File: src/rtl/lsu_ctrl.sv
// lsu_ctrl: load/store sequencer between the core datapath and the word RAM.
// Takes one request at a time, drives the byte-strobed RAM (SB/SW only),
// splits SH into two byte writes, extends load data and returns a response
// with an error flag for misaligned or unsupported accesses.
module lsu_ctrl #(
  parameter bit ERR_ON_MISALIGN = 1'b1
) (
  input  logic        clk,
  input  logic        rst,
  input  logic        req_valid,
  output logic        req_ready,
  input  logic        req_we,
  input  logic [2:0]  req_funct3,
  input  logic [31:0] req_addr,
  input  logic [31:0] req_wdata,
  output logic        rsp_valid,
  input  logic        rsp_ready,
  output logic [31:0] rsp_rdata,
  output logic        rsp_err,
  output logic        weram,
  output logic        oeram,
  output logic [2:0]  func,
  output logic [1:0]  addr10,
  output logic [31:0] ram_addr,
  output logic [31:0] ram_wdata,
  input  logic [31:0] ramout
);

  typedef enum logic [1:0] {
    IDLE,
    EXEC,
    EXEC_HI,
    RESP
  } state_t;

  state_t state, state_next;

  logic        we_q;
  logic [2:0]  funct3_q;
  logic [31:0] addr_q;
  logic [31:0] wdata_q;
  logic [31:0] rdata_q;
  logic        err_q;

  logic        f3_legal;
  logic        misaligned;
  logic        req_bad;
  logic [31:0] addr_eff;
  logic [31:0] shifted;
  logic [31:0] load_ext;

  // Classify the incoming request and, when misalignment is tolerated, clear the offending low address bits.
  always_comb begin
    f3_legal   = 1'b0;
    misaligned = 1'b0;
    addr_eff   = req_addr;
    if (req_we) begin
      case (req_funct3)
        3'b000, 3'b001, 3'b010: f3_legal = 1'b1;
        default:                f3_legal = 1'b0;
      endcase
    end else begin
      case (req_funct3)
        3'b000, 3'b001, 3'b010, 3'b100, 3'b101: f3_legal = 1'b1;
        default:                                f3_legal = 1'b0;
      endcase
    end
    if (req_funct3[1:0] == 2'b01) begin
      misaligned  = req_addr[0];
      addr_eff[0] = 1'b0;
    end else if (req_funct3[1:0] == 2'b10) begin
      misaligned    = |req_addr[1:0];
      addr_eff[1:0] = 2'b00;
    end
    req_bad = !f3_legal || (ERR_ON_MISALIGN && misaligned);
  end

  // Align the selected byte/half to bit 0 and sign- or zero-extend it according to the latched funct3.
  always_comb begin
    shifted = ramout >> {addr_q[1:0], 3'b000};
    case (funct3_q)
      3'b000:  load_ext = {{24{shifted[7]}}, shifted[7:0]};
      3'b001:  load_ext = {{16{shifted[15]}}, shifted[15:0]};
      3'b100:  load_ext = {24'b0, shifted[7:0]};
      3'b101:  load_ext = {16'b0, shifted[15:0]};
      default: load_ext = shifted;
    endcase
  end

  // State register; reset always lands in IDLE on the reset edge.
  always_ff @(posedge clk) begin
    if (rst) begin
      state <= IDLE;
    end else begin
      state <= state_next;
    end
  end

  // Request capture on the accept edge and load data capture at the end of the EXEC cycle.
  always_ff @(posedge clk) begin
    if (rst) begin
      we_q     <= 1'b0;
      funct3_q <= 3'b000;
      addr_q   <= 32'b0;
      wdata_q  <= 32'b0;
      rdata_q  <= 32'b0;
      err_q    <= 1'b0;
    end else if (req_valid && req_ready) begin
      we_q     <= req_we;
      funct3_q <= req_funct3;
      addr_q   <= addr_eff;
      wdata_q  <= req_wdata;
      rdata_q  <= 32'b0;
      err_q    <= req_bad;
    end else if (state == EXEC && !we_q) begin
      rdata_q  <= load_ext;
    end
  end

  // Next-state and output decode; reset forces every output low so no RAM write can happen on a reset edge.
  always_comb begin
    state_next = state;
    req_ready  = 1'b0;
    rsp_valid  = 1'b0;
    rsp_rdata  = 32'b0;
    rsp_err    = 1'b0;
    weram      = 1'b0;
    oeram      = 1'b0;
    func       = 3'b000;
    addr10     = 2'b00;
    ram_addr   = 32'b0;
    ram_wdata  = 32'b0;
    case (state)
      IDLE: begin
        req_ready = 1'b1;
        if (req_valid) begin
          state_next = req_bad ? RESP : EXEC;
        end
      end
      EXEC: begin
        ram_addr = {2'b00, addr_q[31:2]};
        if (we_q) begin
          weram = 1'b1;
          case (funct3_q)
            3'b010: begin
              func       = 3'b010;
              addr10     = 2'b00;
              ram_wdata  = wdata_q;
              state_next = RESP;
            end
            3'b001: begin
              func       = 3'b000;
              addr10     = addr_q[1:0];
              ram_wdata  = {24'b0, wdata_q[7:0]};
              state_next = EXEC_HI;
            end
            default: begin
              func       = 3'b000;
              addr10     = addr_q[1:0];
              ram_wdata  = wdata_q;
              state_next = RESP;
            end
          endcase
        end else begin
          oeram      = 1'b1;
          func       = funct3_q;
          addr10     = addr_q[1:0];
          state_next = RESP;
        end
      end
      EXEC_HI: begin
        weram      = 1'b1;
        func       = 3'b000;
        ram_addr   = {2'b00, addr_q[31:2]};
        addr10     = addr_q[1:0] + 2'd1;
        ram_wdata  = {24'b0, wdata_q[15:8]};
        state_next = RESP;
      end
      RESP: begin
        rsp_valid = 1'b1;
        rsp_rdata = rdata_q;
        rsp_err   = err_q;
        if (rsp_ready) begin
          state_next = IDLE;
        end
      end
      default: begin
        state_next = IDLE;
      end
    endcase
    if (rst) begin
      state_next = IDLE;
      req_ready  = 1'b0;
      rsp_valid  = 1'b0;
      rsp_rdata  = 32'b0;
      rsp_err    = 1'b0;
      weram      = 1'b0;
      oeram      = 1'b0;
      func       = 3'b000;
      addr10     = 2'b00;
      ram_addr   = 32'b0;
      ram_wdata  = 32'b0;
    end
  end

endmodule

File: config.mk
export PLATFORM = sky130hd
export DESIGN_NAME = lsu_ctrl
export DESIGN_NICKNAME = d
export VERILOG_FILES = /design/src/rtl/lsu_ctrl.sv
export SDC_FILE = /design/constraint.sdc
export NUM_CORES = 1
export LEC_CHECK = 0
export CAP_MARGIN = 40
export CORE_MARGIN = 2
export CORE_UTILIZATION = 40
export CTS_BUF_LIST = sky130_fd_sc_hd__clkbuf_4 sky130_fd_sc_hd__clkbuf_8 sky130_fd_sc_hd__clkbuf_16
export DETAILED_ROUTE_END_ITERATION = 16
export GPL_TIMING_DRIVEN = 1
export PLACE_DENSITY = 0.78
export SYNTH_ARGS = -nofsm -noshare
export SYNTH_HDL_FRONTEND = slang
export SYNTH_SLANG_ARGS = --single-unit
File: constraint.sdc
create_clock -name clk -period 1.5 [get_ports clk]
set_input_delay 0.15 -clock clk [delete_from_list [all_inputs] [get_ports clk]]
set_output_delay 0.15 -clock clk [all_outputs]
set_load 0.005 [all_outputs]
### Yosys cells after proc, flatten, opt, wreduce, memory -nomap -nowiden

Cells that the tools add are included.

| operators by class | value |
|---|---|
| add/sub/neg operators | 1 |
| eq/ne operators | 15 |
| mux-type cells | 43 |
| reductions and logical operators | 14 |
| shifts and indexed selects | 1 |

Operators by type and width:

| kind | count |
|---|---|
| 32-bit 2-to-1 mux | 6 |
| 32-bit case mux with 4 select lines | 1 |
| 32-bit case mux with 2 select lines | 1 |
| 32-bit by 5-bit >> shifter with 32-bit output | 1 |
| 30-bit 2-to-1 mux | 1 |
| 1-bit 2-to-1 mux | 19 |
| 2-bit 2-to-1 mux | 9 |
| 3-bit equality test (second input constant) | 4 |
| 3-bit 2-to-1 mux | 3 |
| 2-bit case mux with 4 select lines | 1 |
| 2-bit equality test (second input constant) | 3 |
| 3-bit by 1-bit equality test with 1-bit output (second input constant) | 2 |
| 3-bit by 2-bit equality test with 1-bit output (second input constant) | 2 |
| 3-bit logical NOT | 2 |
| 2-bit OR reduction | 3 |
| 5-bit OR reduction | 1 |
| 2-bit by 1-bit equality test with 1-bit output (second input constant) | 2 |
| 2-bit != test (second input constant) | 2 |
| 2-bit case mux with 2 select lines | 1 |
| 3-bit OR reduction | 1 |
| 2-bit by 1-bit adder with 2-bit output (second input constant) | 1 |
| 1-bit logical AND | 2 |
| 1-bit logical NOT | 2 |
| 2-bit logical NOT | 1 |
| 3 further kinds | 3 |

| storage, ports and cells | value |
|---|---|
| output and inout bits | 106 |
| word-level logic and storage cells | 81 |
| flip-flop bits (word level) | 103 |
| input port bits | 104 |

### Logic depth before layout (Yosys ltp)

Gate-level depths: netlist of the first run.

| logic depth | value |
|---|---|
| word-level depth | 9 |
| depth in mapped cells | 9 |
| depth with buffers taken out | 6 |

### Worst setup path after synthesis of the first run

Ideal clock, no wire load.

| timing path | value |
|---|---|
| kind | register -> register |
| start | register state[0] |
| end | register addr_q[11] |
| path slack | -166 ps |
| stages on the path, launching flop included | 10 |
| setup time | 130 ps |
| period minus slack after synthesis | 1666 ps |
| arrival time | 1537 ps |
| path buffers | 3 |
| required time | 1370 ps |
| cell sequence | dfxtp_1 -> inv_1 -> ha_1 -> nor2b_1 -> and2_1 -> buf_2 -> buf_4 -> buf_2 -> nand2_1 -> o21ai_0 |

| on the way | value |
|---|---|
| word-level cells in the longest chain between the ends | 4 |

RTL lines:

| what | RTL line | text |
|---|---|---|
| start, declared | 36 | `state_t state, state_next;` |
| start signal, assigned | 95 | `state <= state_next;` |
| 2-bit logical NOT | 133 | `case (state)` |
| 1-bit 2-to-1 mux | 133 |  |
| 1-bit 2-to-1 mux | 191 | `if (rst) begin` |
| net req_ready | 11 | `output logic req_ready,` |
| 1-bit logical AND | 108 | `end else if (req_valid && req_ready) begin` |
| end signal, assigned | 111 | `addr_q <= addr_eff;` |
| end, declared | 40 | `logic [31:0] addr_q;` |

The timed path passes the listed nets, and every way through them passes these cells.
A chain may end at the register's enable or synchronous reset.

### Final worst setup path of the first run

| timing path | value |
|---|---|
| start | register state[0] |
| end | output port ram_wdata[15] |

| on the way | value |
|---|---|
| word-level cells in the longest chain between the ends | 3 |
| elaborated cells on any way between the ends | 4 |

RTL lines:

| what | RTL line | text |
|---|---|---|
| 2-bit equality test or 2-bit by 1-bit equality test with 1-bit output (tied branches) | 133 |  |
| 32-bit case mux with 2 select lines (*) | 133 |  |
| 32-bit 2-to-1 mux (*) | 191 |  |
| end, declared | 25 | `output logic [31:0] ram_wdata,` |

Mark *: on every way between the ends. The rest lies on a longest branch, timed or not.

==> results.md, run 1 <==
* Status: complete, but fails checks
* Failing checks: setup timing
* Drt via density at 5.01
* Die area at 14,200 sq um
* Number of DRC markers in iteration 0 at 333
* Share of post-route cells with drive strength above 1 at 39.2%
* R2r setup slk at -0.02 ns
* Num CTS Buffers at 9
* Clock tree sinks at 103
* Cell taking the most area after synthesis: dfxtp_1
* Power Density at 1290 nW/um^2
* Fraction of registers with async set/reset at 0%
* Initial DRT Pass Iterations at 4
* Synth Flop Type: dfxtp_1
* First-pass GRT wire length at 27,200 microns
* Clock Path Buffers at 2
* Max cap viols at 0
* Post-synthesis cell type count at 38
* R2R cell count at 8
* Yosys warnings at 0
* Largest net degree at the start of global routing at 59
* Comb pwr share at 44.5%
* Min cycle time layout at 2.09 ns
* Top Ports at 210
* Initial core utilization at 40.5%
* Die X at 119 microns
* Req. time, crit path at 1.35 ns
* Commonest non-fill, non-tap cell in the layout: clkdlybuf4s50_1
* # DRC at 0
* Final setup viols at 110
* RSZ-0062 raised after global routing: yes
* Most frequent cells in the layout: clkdlybuf4s50_1 (102), nand2_1 (100), dfxtp_1 (98)
* Grt ovf at 0
* Clk pwr share at 23.3%
* Placed Cells at 1,062
* Switch Pwr at 3.92 mW
* Initial antenna violation count at 1
* Reg clk slew, reported paths at 0.07 ns
* Total GRT Usage at 23.8%
* Endpoints failing hold at 0
* Top cells by area, synth: dfxtp_1 (39%), and2_1 (12%), nand2b_1 (8.0%)
* Yosys top cell area share at 38.9%
* Max Freq at 479 MHz
* Post-CTS Hold Buffers at 0
* Crit end category: primary output
* H-tree Lvls at 3
* Hold WC Path Type: primary input to register
* Crit start category: register
* WS Path Type: register to primary output
* CTS root buf: clkbuf_16
* Multi-input logic area at 3420 sq um
* Gpl congestion at 0.800
* Worst Skew at 0.00365 ns
* Routed wire length at 18,300 microns
* IO Port Bufs at 207
* Sequential share of power at 32.2%
* Post-place setup slack at -0.499 ns
* EDFF count, synth at 0
* Critical Path AT at 1.94 ns
* Die height at 119 microns
* Synthesized instance count at 673
* Skew-Pair Late Insertion Delay at 0.35 ns
* Yosys reg bits at 103
* Vias in the first global route at 5,432
* Switching Fraction at 33.3%
* Post-synthesis cell area at 5300 sq um
* Wirelength per Cell at 16.3 microns
* Dpl hpwl at 11,500 microns
* Antenna viol nets, final at 0
* Vias after detailed routing at 5,617
* Syn avg cell area at 7.87 sq um
* Fill count at 1,011
* CTS tree: done
* Fin util at 69.7%
* Final WS setup at -0.587 ns
* Internal power at 7.88 mW
* Layout Area Growth over Synthesis at 72.3%
* Sequential fraction of the synthesis area at 38.9%
* Static leakage at 3.69 nW
* Register area at 2070 sq um
* Floorplan core area at 13,100 sq um
* Row Count at 42
* Slew Limit Fails at 0
* Crit path capture: ram_wdata[15]
* Fin crit share at 139%
* Reg2reg end: rdata_q[22]
* Reg-to-reg startpoint: state[1]
* Non-Filler Instances at 1,121
* Layout Nets at 1,048
* Maximum VDD drop at 0.000696 V
* Worst-path fanout max at 4
* Worst setup startpoint: state[0]
[layer usage]
metal,global-route usage [%],routed length [microns],share of wire [%]
met5,0,0,0
met4,9.08,462,2.5
met3,6.51,1460,8.0
met2,39.2,8630,47
met1,29.8,7710,42
[cells in the mapped netlist, drive strengths merged (2+ instances only)]
library cell / instances
a31oi: 2
a22oi: 8
mux2: 15
nand2b: 68
nor2: 22
dfxtp: 103
nor2b: 6
o31ai: 2
and2b: 2
a21oi: 39
a211oi: 2
nor3: 2
and2: 98
xnor2: 2
nand3: 2
inv: 7
nand3b: 4
nand2: 100
o21ai: 104
o211ai: 7
ha: 5
mux2i: 10
clkbuf: 32
buf: 21
[sequential cells by signal (all words and copies together) (netlist names)]
register	flops
we_q	1
funct3_q	3
addr_q	32
wdata_q	32
state	2
rdata_q	32
err_q	1
[worst min-delay path by stage]
stage / from / endpoint / slack (ns) / depth (start not counted)
final: req_addr[12] / addr_q[12] / 0.34 / 3
after CTS: rst / state[0] / 0.31 / 3
after global routing: req_addr[26] / addr_q[26] / 0.35 / 3
after detailed placement: rdata_q[5] / rdata_q[5] / 0.44 / 2
after global placement: rdata_q[6] / rdata_q[6] / 0.44 / 2
after floorplan: req_addr[10] / addr_q[10] / 0.26 / 2
[repair_timing]
action,in CTS,in global routing
pin swaps,33,22
gates cloned,6,6
buffers inserted,24,13
setup endpoints to repair,135,141
gates resized for setup,435,199
[logic make-up (layout without fill, tap and decap cells)]
group / Yosys count / count (layout) / share of synthesized area [%]
muxes: 25 / 25 / 5.08
DFF: 103 / 103 / 38.9
buffers and inverters: 60 / 330 / 5.29
AOI/OAI and AO/OA: 169 / 169 / 18.4
xor gates and xnor gates: 2 / 2 / 0.331
other: 1 / 3 / 0.0708
and+or+nand+nor: 308 / 308 / 30.7
adders and majority gates: 5 / 5 / 1.18
[area by class of cell]
type	count	share of cell area, %
Multi-Input combinational cell	511	37.5
Timing Repair Buffer	307	33.1
Sequential cell	103	22.7
Clock buffer	13	2.87
Tap cell	176	2.41
Clock inverter	3	0.987
Inverter	7	0.343
Antenna cell	1	0.0274
[metrics by stage]
stage	setup TNS, ns	power [mW]	cell area [sq um]	hold WS (ns)
after floorplan	0	5.77	5360	0.259
final	-45.68	11.8	9120	0.337
after global placement	-44.48	7.28	7830	0.439
after CTS	-47.54	11.0	8600	0.311
after global routing	-52.91	12.4	9120	0.348
after detailed placement	-41.20	7.38	7840	0.443
[critical path, cell delays in order, from the launching register on]
cell and delay, ns:
dfxtp_4 0.39, inv_4 0.05, ha_4 0.28, nand3_4 0.08, a21oi_4 0.22, buf_6 0.16
buf_6 0.10, buf_6 0.09, and2_4 0.14, buf_6 0.08
[power by group through the flow]
| stage | Clock [mW] | Combinational (mW) | Sequential [mW] |
|---|---|---|---|
| finish | 2.75 | 5.25 | 3.80 |
| global route | 2.90 | 5.65 | 3.86 |
| global placement | 0 | 3.53 | 3.75 |
| detailed placement | 0 | 3.62 | 3.76 |
| CTS | 2.79 | 4.44 | 3.76 |
| floorplan | 0 | 2.11 | 3.65 |
No activity file was read; power rests on OpenSTA's default activity.
==> run 2: changes to the inputs <==
--- a/config.mk
+++ b/config.mk
@@ -5,6 +5,7 @@
 export SDC_FILE = /design/constraint.sdc
 export NUM_CORES = 1
 export LEC_CHECK = 0
+export ABC_CLOCK_PERIOD_IN_PS = 1500
 export CAP_MARGIN = 40
 export CORE_MARGIN = 2
 export CORE_UTILIZATION = 40
==> results of run 2 <==
Final layout, timing and power as in run 1 (identical DEF).
==> run 3: changes to the inputs <==
--- a/config.mk
+++ b/config.mk
@@ -13,6 +13,7 @@
 export DETAILED_ROUTE_END_ITERATION = 16
 export GPL_TIMING_DRIVEN = 1
 export PLACE_DENSITY = 0.78
+export SLEW_MARGIN = 20
 export SYNTH_ARGS = -nofsm -noshare
 export SYNTH_HDL_FRONTEND = slang
 export SYNTH_SLANG_ARGS = --single-unit
==> results.md, run 3 (same netlist as run 1, synthesis figures left out) <==
* WS Path Type: register to primary output
* Reg-to-reg startpoint: state[1]
* Initial antenna violation count at 1 (unchanged)
* Layout Area Growth over Synthesis at 76.8%
* Hold path cells at 3 (unchanged)
* Worst-path fanout max at 4 (unchanged)
* Max cap viols at 0 (unchanged)
* Initial core utilization at 40.5% (unchanged)
* Fin crit share at 141% (+2.4 points)
* Min-Delay Startpoint: rst
* Critical Path AT at 1.97 ns (+0.03 ns)
* Placed Cells at 1,062 (unchanged)
* Floorplan core area at 13,100 sq um (unchanged)
* Vias in the first global route at 5,657 (+4.1%)
* Final setup viols at 136 (+24%)
* Power Density at 1290 nW/um^2 (about the same)
* Grt ovf at 0 (unchanged)
* Reg2reg end: rdata_q[27]
* Die height at 119 microns (unchanged)
* Endpoints failing hold at 0 (unchanged)
* Req. time, crit path at 1.35 ns (about the same)
* Vias after detailed routing at 5,778 (+2.9%)
* Final WS setup at -0.622 ns (-0.0354 ns)
* Worst Hold Slack at 0.330 ns (-0.00739 ns)
* Failing checks: setup timing
* Initial DRT Pass Iterations at 5 (+1)
* Crit end category: primary output
* Layout Nets at 1,066 (+1.7%)
* Die X at 119 microns (unchanged)
* Non-Filler Instances at 1,136 (+1.3%)
* R2r setup slk at -0.24 ns (-0.22 ns)
* Total GRT Usage at 25.1% (+1.3 points)
* Post-CTS Hold Buffers at 0 (unchanged)
* Clock Path Buffers at 2 (unchanged)
* CTS tree: done
* Register area at 2070 sq um (unchanged)
* Clock tree sinks at 103 (unchanged)
* Slew Limit Fails at 0 (unchanged)
* Largest net degree at the start of global routing at 59 (unchanged)
* Min-Delay Endpoint: state[0]
* Hold WC Path Type: primary input to register
* Share of post-route cells with drive strength above 1 at 42.5% (+3.3 points)
* Maximum VDD drop at 0.000818 V (+18%)
* Dpl hpwl at 11,500 microns (about the same)
* Worst Skew at 0.00723 ns (+0.00358 ns)
* # DRC at 0 (unchanged)
* IO Port Bufs at 207 (unchanged)
* Setup TNS at -51.79 ns (-6.11 ns)
* Skew-Pair Late Insertion Delay at 0.35 ns (about the same)
* R2R cell count at 10 (+2)
* Top Ports at 210 (unchanged)
* Most frequent cells in the layout: buf_6 (111), clkdlybuf4s50_1 (102), nand2_1 (98), dfxtp_1 (98), and2_4 (72)
* First-pass GRT wire length at 28,400 microns (+4.2%)
* Wirelength per Cell at 17.3 microns (+6.1%)
* Finished Cell Area at 9360 sq um (+2.6%)
* Fill count at 970 (-4.1%)
* Static leakage at 3.80 nW (+2.8%)
* Die area at 14,200 sq um (unchanged)
* Row Count at 42 (unchanged)
* Largest registers: addr_q: 32 flops, rdata_q: 32 flops, wdata_q: 32 flops
* Num CTS Buffers at 9 (unchanged)
* Max Freq at 471 MHz (-1.7%)
* Status: complete, but fails checks
* CTS root buf: clkbuf_16
* Multi-input logic area at 3500 sq um (+2.4%)
* Gpl congestion at 0.800 (unchanged)
* Min cycle time layout at 2.12 ns (+0.0354 ns)
* Commonest non-fill, non-tap cell in the layout: buf_6
* Reg clk slew, reported paths at 0.06 ns (about the same)
* H-tree Lvls at 3 (unchanged)
* Worst setup startpoint: state[0]
* Number of DRC markers in iteration 0 at 383 (+15%)
* Fin util at 71.6% (+1.8 points)
* DP Area at 7840 sq um (unchanged)
* Crit start category: register
* Antenna viol nets, final at 0 (unchanged)
* RSZ-0062 raised after global routing: yes
* Routed wire length at 19,600 microns (+7.5%)
* Drt via density at 5.09 (+1.5%)
## run 3: area by class of cell
class                      count  share of cell area [%]
sequential                   103                    22.1
clock buffer                  12                    2.85
tap                          176                    2.35
antenna                        1                  0.0267
clock inverter                 1                  0.0535
inverter                       7                   0.361
multi-input combinational    512                    37.4
timing repair buffer         324                    34.8
## run 3: how the worst max path moves through the flow
stage	endpoint	depth (start not counted)
3_3_place_gp	ram_wdata[29]	8
3_5_place_dp	ram_wdata[31]	7
2_1_floorplan	wdata_q[21]	9
6_report	ram_wdata[22]	9
5_1_grt	ram_wdata[22]	10
4_1_cts	ram_wdata[22]	11
## run 3: report_power, final
group          internal (mW)  switching, mW
sequential              3.38          0.473
clock                   1.23           1.01
combinational           3.24           2.78
## run 3: repair_timing
action	in CTS	in global routing
pin swaps	30	59
resized for setup	469	242
gates cloned	10	8
setup buffers	34	25
setup endpoints to repair	135	146
## run 3: critical path, cell delays in order, from the launching register on
cell and delay, ns:
dfxtp_4 0.39, inv_4 0.05, ha_4 0.29, nand3_4 0.08, a21oi_4 0.23, buf_6 0.15
buf_6 0.09, buf_6 0.10, and2_4 0.14, buf_6 0.08
## run 3: routing by layer
metal | wire length, microns | global-route usage, % | up-vias
met2 | 9640 | 42.2 | 244
met1 | 8020 | 29.9 | 2719
li1 | - | - | 2781
met5 | 0 | 0 | -
met3 | 1570 | 6.99 | 34
met4 | 417 | 10.9 | 0
## run 3: per-stage QoR
step	setup slack, ns	total power, mW
final	-0.622	12.1
after global routing	-0.683	12.7
after CTS	-0.680	10.9
after detailed placement	-0.522	7.39
after global placement	-0.521	7.28
after floorplan	0.00401	5.77
